**config.mk**
```make
export PLATFORM = sky130hd
export DESIGN_NAME = mnist_image_reader
export DESIGN_NICKNAME = d
export VERILOG_FILES = /design/src/rtl/mnist_image_reader.sv
export SDC_FILE = /design/constraint.sdc
export NUM_CORES = 1
export LEC_CHECK = 0
export BUFFER_PORTS_ARGS = -buffer_cell sky130_fd_sc_hd__buf_4
export CAP_MARGIN = 0
export CORE_MARGIN = 2
export CORE_UTILIZATION = 56
export DETAILED_ROUTE_END_ITERATION = 10
export GPL_TIMING_DRIVEN = 0
export PLACE_DENSITY = 0.8
export SLEW_MARGIN = 40
export SYNTH_ARGS = -nofsm -noshare
export SYNTH_HDL_FRONTEND = slang
export SYNTH_SLANG_ARGS = --single-unit
```
**constraint.sdc**
```tcl
create_clock -name CLOCK_50 -period 5.8 [get_ports CLOCK_50]
set_input_delay 0.29 -clock CLOCK_50 [delete_from_list [all_inputs] [get_ports CLOCK_50]]
set_output_delay 0.29 -clock CLOCK_50 [all_outputs]
set_load 0.005 [all_outputs]
```
**src/rtl/mnist_image_reader.sv**
```systemverilog
// mnist_image_reader: raster-scans the 28x28 image memory and streams pixels over valid/ready
// Ports: CLOCK_50/reset (sync, active-high); start/abort control pulses;
//   read_addr/mem_data form the synchronous image-memory read port (1-cycle latency);
//   px_* is the pixel stream (valid/ready) with per-pixel index, row, col and last flag;
//   busy/done report frame progress; set_count counts nonzero pixels accepted this frame.
module mnist_image_reader #(
  parameter int GRID_SIZE  = 28,
  parameter int NUM_PIXELS = 784,
  parameter int DATA_W     = 32,
  parameter int ADDR_W     = 16
) (
  input  logic                     CLOCK_50,
  input  logic                     reset,
  input  logic                     start,
  input  logic                     abort,
  output logic [ADDR_W-1:0]        read_addr,
  input  logic signed [DATA_W-1:0] mem_data,
  output logic signed [DATA_W-1:0] px_data,
  output logic                     px_valid,
  input  logic                     px_ready,
  output logic [9:0]               px_index,
  output logic [4:0]               px_row,
  output logic [4:0]               px_col,
  output logic                     px_last,
  output logic                     busy,
  output logic                     done,
  output logic [9:0]               set_count
);
  typedef enum logic [1:0] {IDLE, STREAM, DRAIN, DONE} state_t;
  state_t state, state_nx;
  logic signed [DATA_W-1:0] f_data [2];
  logic [9:0] f_idx [2];
  logic [4:0] f_row [2];
  logic [4:0] f_col [2];
  logic wp, rp, in_flight, issue, pop, kill, go, last_addr;
  logic [1:0] occ;
  logic [9:0] w_idx;
  logic [4:0] w_row, w_col;
  always_comb begin
    go        = state == IDLE && start && !abort;
    kill      = abort && (state == STREAM || state == DRAIN);
    px_valid  = occ != 2'd0;
    pop       = px_valid && px_ready && !kill;
    last_addr = read_addr == ADDR_W'(NUM_PIXELS - 1);
    // a pop this cycle frees a slot, so the credit check sees it to keep one pixel per cycle
    issue     = state == STREAM && !kill && ({1'b0, occ} + {2'b0, in_flight}) < (3'd2 + {2'b0, pop});
    px_data   = px_valid ? f_data[rp] : '0;
    px_index  = px_valid ? f_idx[rp] : '0;
    px_row    = px_valid ? f_row[rp] : '0;
    px_col    = px_valid ? f_col[rp] : '0;
    px_last   = px_valid && f_idx[rp] == 10'(NUM_PIXELS - 1);
    busy      = state == STREAM || state == DRAIN;
    done      = state == DONE;
    state_nx  = state;
    unique case (state)
      IDLE:    state_nx = go ? STREAM : IDLE;
      STREAM:  state_nx = kill ? IDLE : (issue && last_addr) ? DRAIN : STREAM;
      DRAIN:   state_nx = kill ? IDLE : (pop && px_last) ? DONE : DRAIN;
      default: state_nx = IDLE;
    endcase
  end
  always_ff @(posedge CLOCK_50) begin
    if (reset) begin
      state     <= IDLE;
      read_addr <= '0;
      in_flight <= 1'b0;
      occ       <= '0;
      wp        <= 1'b0;
      rp        <= 1'b0;
      w_idx     <= '0;
      w_row     <= '0;
      w_col     <= '0;
      set_count <= '0;
    end else begin
      state <= state_nx;
      if (go) begin
        read_addr <= '0;
        in_flight <= 1'b0;
        occ       <= '0;
        wp        <= 1'b0;
        rp        <= 1'b0;
        w_idx     <= '0;
        w_row     <= '0;
        w_col     <= '0;
        set_count <= '0;
      end else if (kill) begin
        in_flight <= 1'b0;
        occ       <= '0;
        wp        <= 1'b0;
        rp        <= 1'b0;
      end else begin
        in_flight <= issue;
        if (issue && !last_addr) read_addr <= read_addr + 1'b1;
        if (in_flight) begin
          wp    <= ~wp;
          w_idx <= w_idx + 1'b1;
          w_col <= (w_col == 5'(GRID_SIZE - 1)) ? '0 : w_col + 1'b1;
          w_row <= (w_col == 5'(GRID_SIZE - 1)) ? w_row + 1'b1 : w_row;
        end
        if (pop) rp <= ~rp;
        occ <= occ + {1'b0, in_flight} - {1'b0, pop};
        if (pop && px_data != 0 && set_count != 10'(NUM_PIXELS)) set_count <= set_count + 1'b1;
      end
    end
  end
  always_ff @(posedge CLOCK_50) begin
    if (in_flight && !kill && !go) begin
      f_data[wp] <= mem_data;
      f_idx[wp]  <= w_idx;
      f_row[wp]  <= w_row;
      f_col[wp]  <= w_col;
    end
  end
endmodule

```
=== After elaboration in Yosys (flattened, before gate mapping) ===
Memory sizes are Yosys's and may differ from the RTL's. A register that Yosys moved wholly into a read port is not among the register bits.
Index checks and enable logic that the tools add are counted.

* Register bits after elaboration: 53
* Bits in latches: 0
* Memory bits (writable): 104
* Bits in read-only memories: 0
* Input bits: 37
* Output and inout bits: 82
* Word-level logic and storage cells: 84
* Memories kept: 4

* $add $sub $neg: 9
* Multiply operators: 0
* Divide/modulo/power cells: 0
* Magnitude comparators: 1
* Eq/ne operators: 7
* Shift-type cells: 0
* Mux-type cells: 21
* Bitwise gates (word level): 3
* Reductions and logical operators: 29

{| class="wikitable"
|+ Memories
! name !! words !! width !! rd ports !! clocked after memory_dff !! write ports !! line !! RTL
|-
| f_data || 2 || 32 || 1 || 1 || 1 || 31 || <nowiki>logic signed [DATA_W-1:0] f_data [2];</nowiki>
|-
| f_idx || 2 || 10 || 1 || 1 || 1 || 32 || <nowiki>logic [9:0] f_idx [2];</nowiki>
|-
| f_col || 2 || 5 || 1 || 1 || 1 || 34 || <nowiki>logic [4:0] f_col [2];</nowiki>
|-
| f_row || 2 || 5 || 1 || 1 || 1 || 33 || <nowiki>logic [4:0] f_row [2];</nowiki>
|}

{| class="wikitable"
|+ Operators with widths
! cell !! number
|-
| 32-bit two-way mux || 1
|-
| 32-bit nonzero test || 1
|-
| 10-bit by 1-bit adder with 10-bit output, second input constant || 2
|-
| 16-bit by 1-bit adder with 16-bit output, second input constant || 1
|-
| 16-bit by 10-bit equality test with 1-bit output, second input constant || 1
|-
| 1-bit logical AND || 15
|-
| 5-bit two-way mux || 3
|-
| 1-bit two-way mux || 12
|-
| 5-bit by 1-bit adder with 5-bit output, second input constant || 2
|-
| 10-bit equality test, second input constant || 1
|-
| 10-bit two-way mux || 1
|-
| 10-bit inequality test, second input constant || 1
|-
| 2-bit two-way mux || 3
|-
| 2-bit one-hot mux with 3 select lines || 1
|-
| 2-bit AND reduction || 3
|-
| 5-bit equality test, second input constant || 1
|-
| 2-bit equality test, second input constant || 2
|-
| 1-bit logical NOT || 4
|-
| 2-bit by 1-bit adder with 3-bit output || 1
|-
| 2-bit by 1-bit adder with 3-bit output, first input constant || 1
|-
| 3-bit less-than comparator || 1
|-
| 1-bit inverter || 3
|-
| 3-bit AND reduction || 1
|-
| 3-bit OR reduction || 1
|-
| other kinds (7) || 7
|}

=== Logic depth before layout (Yosys ltp) ===
Gate-level depths: netlist (run 1).

* Depth after elaboration: 12
* Gate-level depth with buffers: 10
* Mapped depth without buffers: 10

=== Worst setup path before layout (run 1) ===
No wires, ideal clock.

* Path kind: reg-to-reg
* Start point: register state[0]
* End point: memory f_col[0][0] (enable)
* Setup time: 0.462 ns
* Data arrival time: 3.592 ns
* Data required time: 5.338 ns
* Slack: 1.746 ns
* Stages on the path, launching flop included: 7
* Buffers on the path: 1
* Period minus slack after synthesis: 4.054 ns
* Cell sequence: dfxtp_1 -> inv_1 -> ha_1 -> a21boi_0 -> clkbuf_1 -> nand2_1 -> nor2_1

* Word-level cells in the longest chain between the ends: 8
* Elaborated cells between the ends (all ways): 13
* Those cells by class: 2 x eq/ne; 2 x mux; 9 x reduce/logical

{| class="wikitable"
|+ Ends and longest elaborated chain
! element !! line !! RTL
|-
| start, declared || 30 || <nowiki>state_t state, state_nx;</nowiki>
|-
| start signal, assigned || 75 || <nowiki>state <= state_nx;</nowiki>
|-
| 2-bit by 1-bit equality test with 1-bit output / 2-bit equality test (equally long branches) || n/a ||
|-
| 1-bit logical OR (*) || n/a ||
|-
| net busy || 25 || <nowiki>output logic busy,</nowiki>
|-
| 1-bit logical AND (*) || 41 || <nowiki>kill = abort && (state == STREAM || state == DRAIN);</nowiki>
|-
| 1-bit logical NOT (*) || 107 || <nowiki>if (in_flight && !kill && !go) begin</nowiki>
|-
| 1-bit logical AND (*) (2 in a row) || 107 ||
|-
| 1-bit two-way mux (*) || 107 ||
|-
| 1-bit two-way mux (not written as such) (*) || 111 || <nowiki>f_col[wp] <= w_col;</nowiki>
|-
| end, declared || 34 ||
|}

Mark *: on every way through the listed nets, which the timed path passes. The rest lies on a longest branch.

=== Worst setup path after layout (run 1) ===
* Start point: register occ[1]
* End point: output px_data[10]

* Word-level cells in the longest chain between the ends: 2

{| class="wikitable"
|+ Ends and longest elaborated chain
! element !! line !! RTL
|-
| start, declared || 36 || <nowiki>logic [1:0] occ;</nowiki>
|-
| start signal, assigned || 101 || <nowiki>occ <= occ + {1'b0, in_flight} - {1'b0, pop};</nowiki>
|-
| 2-bit nonzero test || 42 || <nowiki>px_valid = occ != 2'd0;</nowiki>
|-
| 32-bit two-way mux || 47 || <nowiki>px_data = px_valid ? f_data[rp] : '0;</nowiki>
|-
| end, declared || 18 || <nowiki>output logic signed [DATA_W-1:0] px_data,</nowiki>
|}

No other way between the ends.

==> metrics.cfg, run 1 <==
[setup_path]
slowest_delay_ps=490
crit_required_ps=5510
cp_slowest_cell=buf_1
crit_path_end_kind=output pin
reg2reg_depth=6
critical_path.max_fanout=10
start_kind=flip-flop
worst-setup-path-type=reg2out
crit_start=occ[1]
cp.arrival_ps=2530
reg2reg_setup_slack_ps=3030
rr_endpoint=f_data[1][27]
crit_chain=nor2_1, buf_2, buf_1, buf_1, nor2_1, buf_4
crit_end=px_data[10]
r2r_start=state[0]

[power]
p_switching_w=0.000562
cellLeakagePower_nw=3.12
total_power_w=0.00264
cellPowerDensity_nw_per_um2=311
pwr-share-clk_pct=45.6
pwr-share-comb_pct=8.2
switching_share_pct=21.3
seqPwrFrac_pct=46.2
p_int_w=0.00207
ir_drop_v=0.000172

[global_routing]
grt_max_degree=30
antenna_found_initial=0
grt_pass1_vias=4870
grt_use_total_pct=24.1
grt_pass1_wl_mm=23.8
gr-total-overflow=0

[sta]
rsz0062_at_grt=false
period_needed_ps=2820
setup_tns_ps=0
period_share_pct=48.6
setup_viol=0
final-hold-violation-count=0
report.final.slew_viol_count=0
slew_headroom_pct=63.3
tightest_slew_ps=551
clock.fmax_mhz=354
fin_skew_ps=8.61

[synth]
synth-edff-count=104
synth-seq-cells=158
yosysTopAreaCellShare_pct=46.8
synth_area_leaders=edfxtp_1 47%, dfxtp_1 16%, mux2i_1 8.1%
ys.flop_type=edfxtp_1
synthCells=539
synthesis.nets=590
avgSynthCellArea_sq_um=12.4
yosysWarnings=0
ys_async_sr_fraction_pct=0
synth_area_sq_um=6680
synth.largest_area_cell=edfxtp_1
synth.distinct_cells=45
synth.yosys.seq_area_share_pct=63.0

[die]
initial_core_util_pct=58.0
core_sq_um=11500
fp-row-count=39
ioPinCount=119
dieArea_sq_um=12800
chipWidth_um=113
die_h_um=113

[placed_design]
place_inst=804
io_buffers=118
hpwlAfterDp_mm=10.2
gp_congestion=0.898

[clock_tree]
clkTransAtPathRegs_ps=70
clkSinkCount=158
clock_latency_ps=420
cts-root-buf=clkbuf_16
cts_tree=done
cts_buffers=17
ctsResizeCount=0
cts_setup_buffers=0
cts-htree-levels=4
cts_buffer_depth=2
hold_buffers=0

[flow_run]
drv_cap=0

[final_layout]
area_growth_syn_to_layout_pct=27.0
layout_commonest_cell=buf_4
drive_gt1_share_pct=24.7
diodes=0
stdcell_count=836
finalNetCount=731
register_area_sq_um=4200
nFillCells=783
multi_input_area_sq_um=2320
layout_common_cells=120 x buf_4, 104 x edfxtp_1, 94 x nor2_1
fin_util_pct=73.6

[run_status]
status=complete, but fails checks
violations=DRC

[drt]
drt-vias-per-instance=5.70
num_vias=4767
wl_per_cell_um=17.9
ant_nets=0
drtIter0Drc=280
drc=12
routed_wl_mm=15.0
drt-pass1-iter-count=7

[min_path]
hp-class=in2reg

[worst min-delay path by stage]
stage / startpoint / endpoint / cells past startpoint
3_5_place_dp: mem_data[17] / f_data[0][17] / 1
3_3_place_gp: w_idx[9] / f_idx[0][9] / 0
5_1_grt: mem_data[0] / f_data[1][0] / 1
4_1_cts: mem_data[0] / f_data[0][0] / 1
6_report: mem_data[0] / f_data[1][0] / 1
2_1_floorplan: reset / state[1] / 1
[cell families (layout without fill, tap and decap cells)]
kind of cell,count (synthesis),count (layout),share of synthesized area [%]
AOI/OAI and AO/OA,38,38,3.58
DFF,158,158,63.0
xor gates and xnor gates,34,34,4.46
buffers and inverters,31,185,2.51
adders and majority gates,14,14,2.62
and+or+nand+nor,210,210,15.7
muxes,54,54,8.10
[power groups by stage]
stage	Combinational (W)	Clock, W	Sequential, W
5_1_grt	0.000232	0.00126	0.00122
3_5_place_dp	0.000214	0	0.00124
6_report	0.000216	0.00120	0.00122
2_1_floorplan	0.000111	0	0.00124
3_3_place_gp	0.000205	0	0.00124
4_1_cts	0.000217	0.00122	0.00122
[cell usage after synthesis (all sizes together) (2+ instances only)]
library cell,instances
ha,14
dfxtp,54
nor3,6
a21oi,16
nand3b,2
nand2,20
o21ai,12
nand3,14
xnor2,14
inv,9
xor2,20
and3,9
clkbuf,9
and4,3
a41oi,2
nor4,15
nand2b,5
nand4,16
buf,13
nor4b,5
nor3b,4
nor2,96
mux2i,54
or3,11
edfxtp,104
[flip-flops by register name (all words and copies together), names as in the netlist, 2 cells and up, named ones only]
| register | cells |
|---|---|
| f_data | 64 |
| f_col | 10 |
| state | 2 |
| w_idx | 10 |
| w_row | 5 |
| occ | 2 |
| set_count | 10 |
| read_addr | 16 |
| f_row | 10 |
| w_col | 5 |
| f_idx | 20 |
[metal layers]
layer  share of wire [%]  vias up  global-route usage, %
met5                   0        -                      0
met4                 2.2        0                   11.9
met3                 5.7       26                   5.52
met2                  51      177                   40.4
met1                  42     2308                   29.5
li1                    -     2256                      -
[through the flow]
step           hold WS [ps]  area (sq um)  setup WS, ps
2_1_floorplan           363          6680          1750
3_3_place_gp            462          7740           419
3_5_place_dp            478          7830          3040
4_1_cts                29.3          8480          2980
5_1_grt                33.2          8480          2800
6_report               51.4          8480          2980
[worst max-delay path, delay by kind of cell (launching register included)]
family                 cells  cell delay, ps
DFF                        1             350
buffers and inverters      4            1380
and+or+nand+nor            2             380
[cell type report]
cell class                      count  share of cell area (%)
Sequential cell                   158                    49.6
Multi-Input combinational cell    350                    27.3
Timing Repair Buffer              122                    11.4
Clock buffer                       18                    5.06
Clock inverter                     14                    2.55
Tap cell                          143                    2.11
Buffer                             22                    1.58
Inverter                            9                   0.399
Note: power is estimated with default switching activity, not from simulation.
==> run 2, diff against run 1 <==
CORE_UTILIZATION = 50   (was 56)
PLACE_DENSITY = 0.75   (was 0.8)
clock period = 2.35 ns   (was 5.8 ns; I/O delays follow)
==> metrics.cfg, run 2 (synthesized netlist as in run 1, its figures left out) <==
[run_status]
status=finished clean

[die]
fp-row-count=42  ; +7.7%
core_sq_um=13100  ; +14%
chipWidth_um=120  ; +5.6%
ioPinCount=119  ; unchanged
initial_core_util_pct=50.8  ; -7.2 points
die_h_um=120  ; +5.6%
dieArea_sq_um=14300  ; +12%

[final_layout]
area_growth_syn_to_layout_pct=31.7
largest_reg_flops=64  ; unchanged
stdcell_count=903  ; +8.0%
layout_commonest_cell=buf_4
layout_common_cells=121 x buf_4, 104 x edfxtp_1, 93 x nor2_1
finalNetCount=765  ; +4.7%
diodes=0  ; unchanged
largestRegisters=f_data (64), f_idx (20), read_addr (16)
top_register=f_data
nFillCells=975  ; +25%
drive_gt1_share_pct=24.3  ; -0.33 points

[global_routing]
gr-total-overflow=0  ; unchanged
grt_pass1_wl_mm=23.7  ; about the same
grt_use_total_pct=21.3  ; -2.7 points
antenna_found_initial=0  ; unchanged
grt_max_degree=53  ; +77%
grt_pass1_vias=4870  ; unchanged

[setup_path]
crit_chain=inv_1, ha_4, and2_1, nor2_4, ha_1, inv_1, ha_1, xor2_1, xnor2_1, nor2_1
crit_path_end_kind=flip-flop
start_kind=flip-flop
cp.arrival_ps=2550  ; +20 ps
crit_required_ps=2650  ; -2860 ps
crit_family=adder cells
cp_slowest_cell=dfxtp_1
critical_path.max_fanout=10  ; unchanged
cp.buffers_inverters=2  ; -2
worst-setup-path-type=reg2reg
slowest_delay_ps=370  ; -120 ps

[sta]
tightest_slew_ps=630  ; +78.9 ps
final-hold-violation-count=0  ; unchanged
slew_headroom_pct=58.0  ; -5.3 points
period_needed_ps=2240
rsz0062_at_grt=false
fin_skew_ps=8.17  ; -0.439 ps
clock.fmax_mhz=446
period_share_pct=95.5
setup_viol=0  ; unchanged
layout_setup_ws_ps=107  ; -2870 ps
report.final.slew_viol_count=0  ; unchanged

[clock_tree]
cts_buffer_depth=2  ; unchanged
clock_latency_ps=420  ; about the same
cts_buffers=17  ; unchanged
clkTransAtPathRegs_ps=60  ; about the same
cts_tree=done
clkSinkCount=158  ; unchanged
cts-root-buf=clkbuf_16
cts-htree-levels=4  ; unchanged

[placed_design]
io_buffers=118  ; unchanged
place_inst=836  ; +4.0%
gp_congestion=0.891  ; -0.76%
pre_cts_ws_ps=-132  ; -3170 ps
hpwlAfterDp_mm=10.2  ; -0.17%

[power]
total_power_w=0.00620  ; +140%
cellLeakagePower_nw=3.23  ; +3.7%
cellPowerDensity_nw_per_um2=706  ; +130%
ir_drop_v=0.000436  ; +150%

[drt]
routed_wl_mm=15.0  ; +0.26%
drtIter0Drc=305  ; +8.9%
drt-pass1-iter-count=5  ; -2
ant_nets=0  ; unchanged
drc=0  ; -12
drt-vias-per-instance=5.36  ; -6.0%
wl_per_cell_um=16.6  ; -7.2%
num_vias=4839  ; +1.5%

[flow_run]
drv_cap=0  ; unchanged

[min_path]
hp-class=in2reg

==> run 2: final timing paths <==
path	start	endpoint	slack, ps	cells past startpoint
setup / recovery	state[0]	occ[1]	110	10
hold / removal	abort	state[1]	30	3
setup reg to reg	state[0]	occ[1]	110	10
hold reg to reg	w_idx[9]	f_idx[1][9]	480	0
==> run 2: through the flow <==
step                utilization [%]  hold slack [ps]  area [sq um]  TNS, ps
finish                         66.9             28.1          8790        0
floorplan                         -              190          6710        0
detailed placement             59.9              305          7870    -3160
CTS                            66.8             12.8          8780        0
global route                   66.9             51.5          8790        0
global placement               59.5              303          7820   -37140
==> run 2: worst reg2reg max path, cell delays in order, from the launching register on <==
cell	delay [ps]
dfxtp_1	370
inv_1	100
ha_4	270
and2_1	220
nor2_4	290
ha_1	280
inv_1	60
ha_1	160
xor2_1	180
xnor2_1	140
nor2_1	60
==> run 2: power by group <==
part           total [W]  internal, W  switching [W]
clock network    0.00261      0.00158        0.00104
registers        0.00301      0.00298      0.0000202
logic           0.000586     0.000286       0.000300
total            0.00620      0.00485        0.00136
==> run 2: final cells by class <==
class / count / area, sq um / area share (%)
plain buffers: 22 / 150 / 1.71
clock buffers: 20 / 447 / 5.08
clock inverters: 12 / 121 / 1.38
inverters: 9 / 33.8 / 0.384
multi-input cells: 351 / 2350 / 26.7
flip-flops and latches: 158 / 4200 / 47.8
well taps: 176 / 220 / 2.50
repair buffers: 155 / 1270 / 14.4
==> run 2: timing repair <==
item	CTS	global route
cloned	0	1
endpoints found under the hold margin	66	0
hold buffers	33	0
setup buffers	1	0
pin swaps	1	0
endpoints found under the setup margin	48	57
resized for setup	5	1
==> run 2: routing by layer <==
metal,routed length [um],share of wire (%),GRT usage [%],up-vias
met2,7510,50,36.8,171
met1,6450,43,25.9,2316
met4,252,1.7,8.46,0
met3,801,5.3,4.99,27
li1,-,-,-,2325
met5,0,0,0,-
==> run 3, diff against run 2 <==
ABC_AREA = 1   (was unset)
CORE_ASPECT_RATIO = 1.5   (was unset)
CORE_UTILIZATION = 51   (was 50)
PLACE_DENSITY = 0.76   (was 0.75)
TNS_END_PERCENT = 10   (was unset)
==> metrics.cfg, run 3 <==
[power]
cellLeakagePower_nw=4.31  ; +33%
switching_share_pct=24.6  ; +2.8 points
pwr-share-clk_pct=41.9  ; -0.2 points
seqPwrFrac_pct=47.4  ; -1.0 points
cellPowerDensity_nw_per_um2=660  ; -6.4%
p_switching_w=0.00156  ; +15%
total_power_w=0.00633  ; +2.0%
p_int_w=0.00477  ; -1.6%
ir_drop_v=0.000717  ; +64%
pwr-share-comb_pct=10.8  ; +1.4 points

[final_layout]
diodes=0  ; unchanged
largestRegisters=f_data (64), f_idx (20), read_addr (16)
nFillCells=1097  ; +13%
layout_common_cells=194 x nand2_1, 146 x inv_1, 123 x buf_4
post-route-cell-area_sq_um=9580  ; +9.0%
drive_gt1_share_pct=22.9  ; -1.5 points
stdcell_count=1189  ; +32%
largest_reg_flops=64  ; unchanged
multi_input_area_sq_um=2460  ; +5.0%
register_area_sq_um=4210  ; about the same
layout_commonest_cell=nand2_1
top_register=f_data
fin_util_pct=67.9  ; +0.93 points
area_growth_syn_to_layout_pct=29.6
finalNetCount=1035  ; +35%

[sta]
fin_skew_ps=11.4  ; +3.18 ps
report.final.slew_viol_count=0  ; unchanged
period_share_pct=95.4  ; -0.11 points
slew_headroom_pct=60.5  ; +2.5 points
setup_viol=0  ; unchanged
tightest_slew_ps=593  ; -37.2 ps
clock.fmax_mhz=446  ; +0.11%
rsz0062_at_grt=true
period_needed_ps=2240  ; -2.52 ps
final-hold-violation-count=0  ; unchanged

[flow_run]
drv_cap=0  ; unchanged

[global_routing]
grt_use_total_pct=21.7  ; +0.40 points
grt_max_degree=21  ; -60%
antenna_found_initial=0  ; unchanged
grt_pass1_wl_mm=25.9  ; +9.0%
grt_pass1_vias=5488  ; +13%
gr-total-overflow=0  ; unchanged

[placed_design]
place_inst=1124  ; +34%
gp_congestion=0.910  ; +2.2%
dpl_cell_area_sq_um=8650  ; +9.9%
hpwlAfterDp_mm=11.8  ; +16%
io_buffers=118  ; unchanged

[clock_tree]
cts_buffers=17  ; unchanged
cts-root-buf=clkbuf_16
clkTransAtPathRegs_ps=60  ; about the same
cts-htree-levels=4  ; unchanged
clock_latency_ps=420  ; about the same
cts_tree=done
clkSinkCount=158  ; unchanged
cts_buffer_depth=2  ; unchanged

[synth]
synth_area_leaders=edfxtp_1 42%, dfxtp_1 15%, nand2_1 10%
synthCells=808  ; +50%
synth.distinct_cells=34  ; -24%
ys.flop_type=edfxtp_1
synth.yosys.seq_area_share_pct=56.9  ; -6.1 points
yosysWarnings=0  ; unchanged
ys_async_sr_fraction_pct=0  ; unchanged
synth.largest_area_cell=edfxtp_1
synthesis.nets=859  ; +46%
synth-edff-count=104  ; unchanged
synth_area_sq_um=7390  ; +11%
yosysMostFrequentCell=nand2_1
synth-seq-cells=158  ; unchanged
netlist_top_cells_count=196 x nand2_1, 146 x inv_1, 104 x edfxtp_1
avgSynthCellArea_sq_um=9.15  ; -26%
yosysTopAreaCellShare_pct=42.2  ; -4.5 points

[setup_path]
crit_required_ps=2230  ; -420 ps
crit_chain=inv_2, nand2_4, buf_4, inv_1, a21oi_1, nand3_2, nor4_2, buf_4
crit_family=simple AND/OR/NAND/NOR gates
crit_path_end_kind=output pin
cp.buffers_inverters=4  ; +2
worst-setup-path-type=reg2out
slowest_delay_ps=390  ; +20 ps
start_kind=flip-flop
crit_top_cell=buf_4
cp.arrival_ps=2120  ; -430 ps
cp_slowest_cell=dfxtp_1
critical_path.max_fanout=10  ; unchanged

[drt]
drtIter0Drc=212  ; -30%
routed_wl_mm=16.3  ; +8.8%
num_vias=5768  ; +19%
ant_nets=0  ; unchanged
wl_per_cell_um=13.7  ; -17%
drt-pass1-iter-count=7  ; +2
drc=0  ; unchanged
drt-vias-per-instance=4.85  ; -9.5%

[die]
core_sq_um=14100  ; +7.5%
ioPinCount=119  ; unchanged
initial_core_util_pct=52.3  ; +1.5 points
dieArea_sq_um=15500  ; +8.4%
die_h_um=151  ; +27%
fp-row-count=53  ; +26%
chipWidth_um=102  ; -14%

[min_path]
hp-class=in2reg

[run_status]
status=finished clean

[run 3: timing repair]
action	CTS	global route
buffers inserted	0	0
pin swaps	1	0
gates resized for setup	0	10
setup endpoints to repair	3	34
endpoints found under the hold margin	66	0
hold buffers	33	0
[run 3: area by class of cell]
class / count / share of cell area [%]
Sequential cell: 158 / 43.9
Multi-Input combinational cell: 474 / 25.7
Timing Repair Buffer: 157 / 13.8
Inverter: 151 / 6.02
Clock buffer: 17 / 4.44
Tap cell: 192 / 2.51
Buffer: 25 / 2.08
Clock inverter: 15 / 1.58
[run 3: logic make-up (layout without fill, tap and decap cells)]
group / after synthesis / in the layout / synth area share (%)
flops: 158 / 158 / 56.9
simple gates: 365 / 365 / 22.3
fa+ha+maj: 14 / 14 / 2.37
xor+xnor: 20 / 20 / 2.37
compound gates: 75 / 75 / 5.72
buf+inv: 176 / 365 / 10.4
[run 3: final timing paths]
| kind | start | end | slack, ps | cells past startpoint |
|---|---|---|---|---|
| worst max-delay path | occ[1] | px_last | 110 | 8 |
| worst min-delay path | abort | state[1] | 70 | 4 |
| worst max register to register | state[0] | f_data[1][2] | 150 | 10 |
| worst min register to register | w_idx[9] | f_idx[1][9] | 470 | 0 |
[run 3: worst register-to-register path, cell delays in order, from the launching register on]
cell and delay (ps):
dfxtp_2 340, inv_1 80, ha_4 250, nand2_2 100, nand2_1 90, buf_4 180
inv_4 110, nand2_2 100, nor2_4 290, buf_12 220, buf_8 170
[run 3: per-layer routing]
metal  up-vias  GRT usage (%)  share of wire (%)
li1       2934              -                  -
met1      2649           22.8                 38
met2       158           41.5                 55
met3        27           4.40                4.6
met4         0           8.60                2.2
met5         -              0                  0
[run 3: per-stage QoR]
| step | setup slack, ps | setup TNS, ps | hold slack (ps) |
|---|---|---|---|
| 3_5_place_dp | 4.74 | 0 | 305 |
| 4_1_cts | 16.9 | 0 | 44.1 |
| 5_1_grt | -48.0 | -48.0 | 90.0 |
| 6_report | 109 | 0 | 65.4 |
| 3_3_place_gp | -513 | -51810 | 303 |
| 2_1_floorplan | 19.0 | 0 | 194 |
[run 3: power groups by stage]
stage          clock network (W)  logic (W)  registers [W]
2_1_floorplan                  0   0.000361        0.00306
3_3_place_gp                   0   0.000616        0.00306
3_5_place_dp                   0   0.000631        0.00306
4_1_cts                  0.00270   0.000680        0.00300
5_1_grt                  0.00280   0.000748        0.00300
6_report                 0.00265   0.000683        0.00300
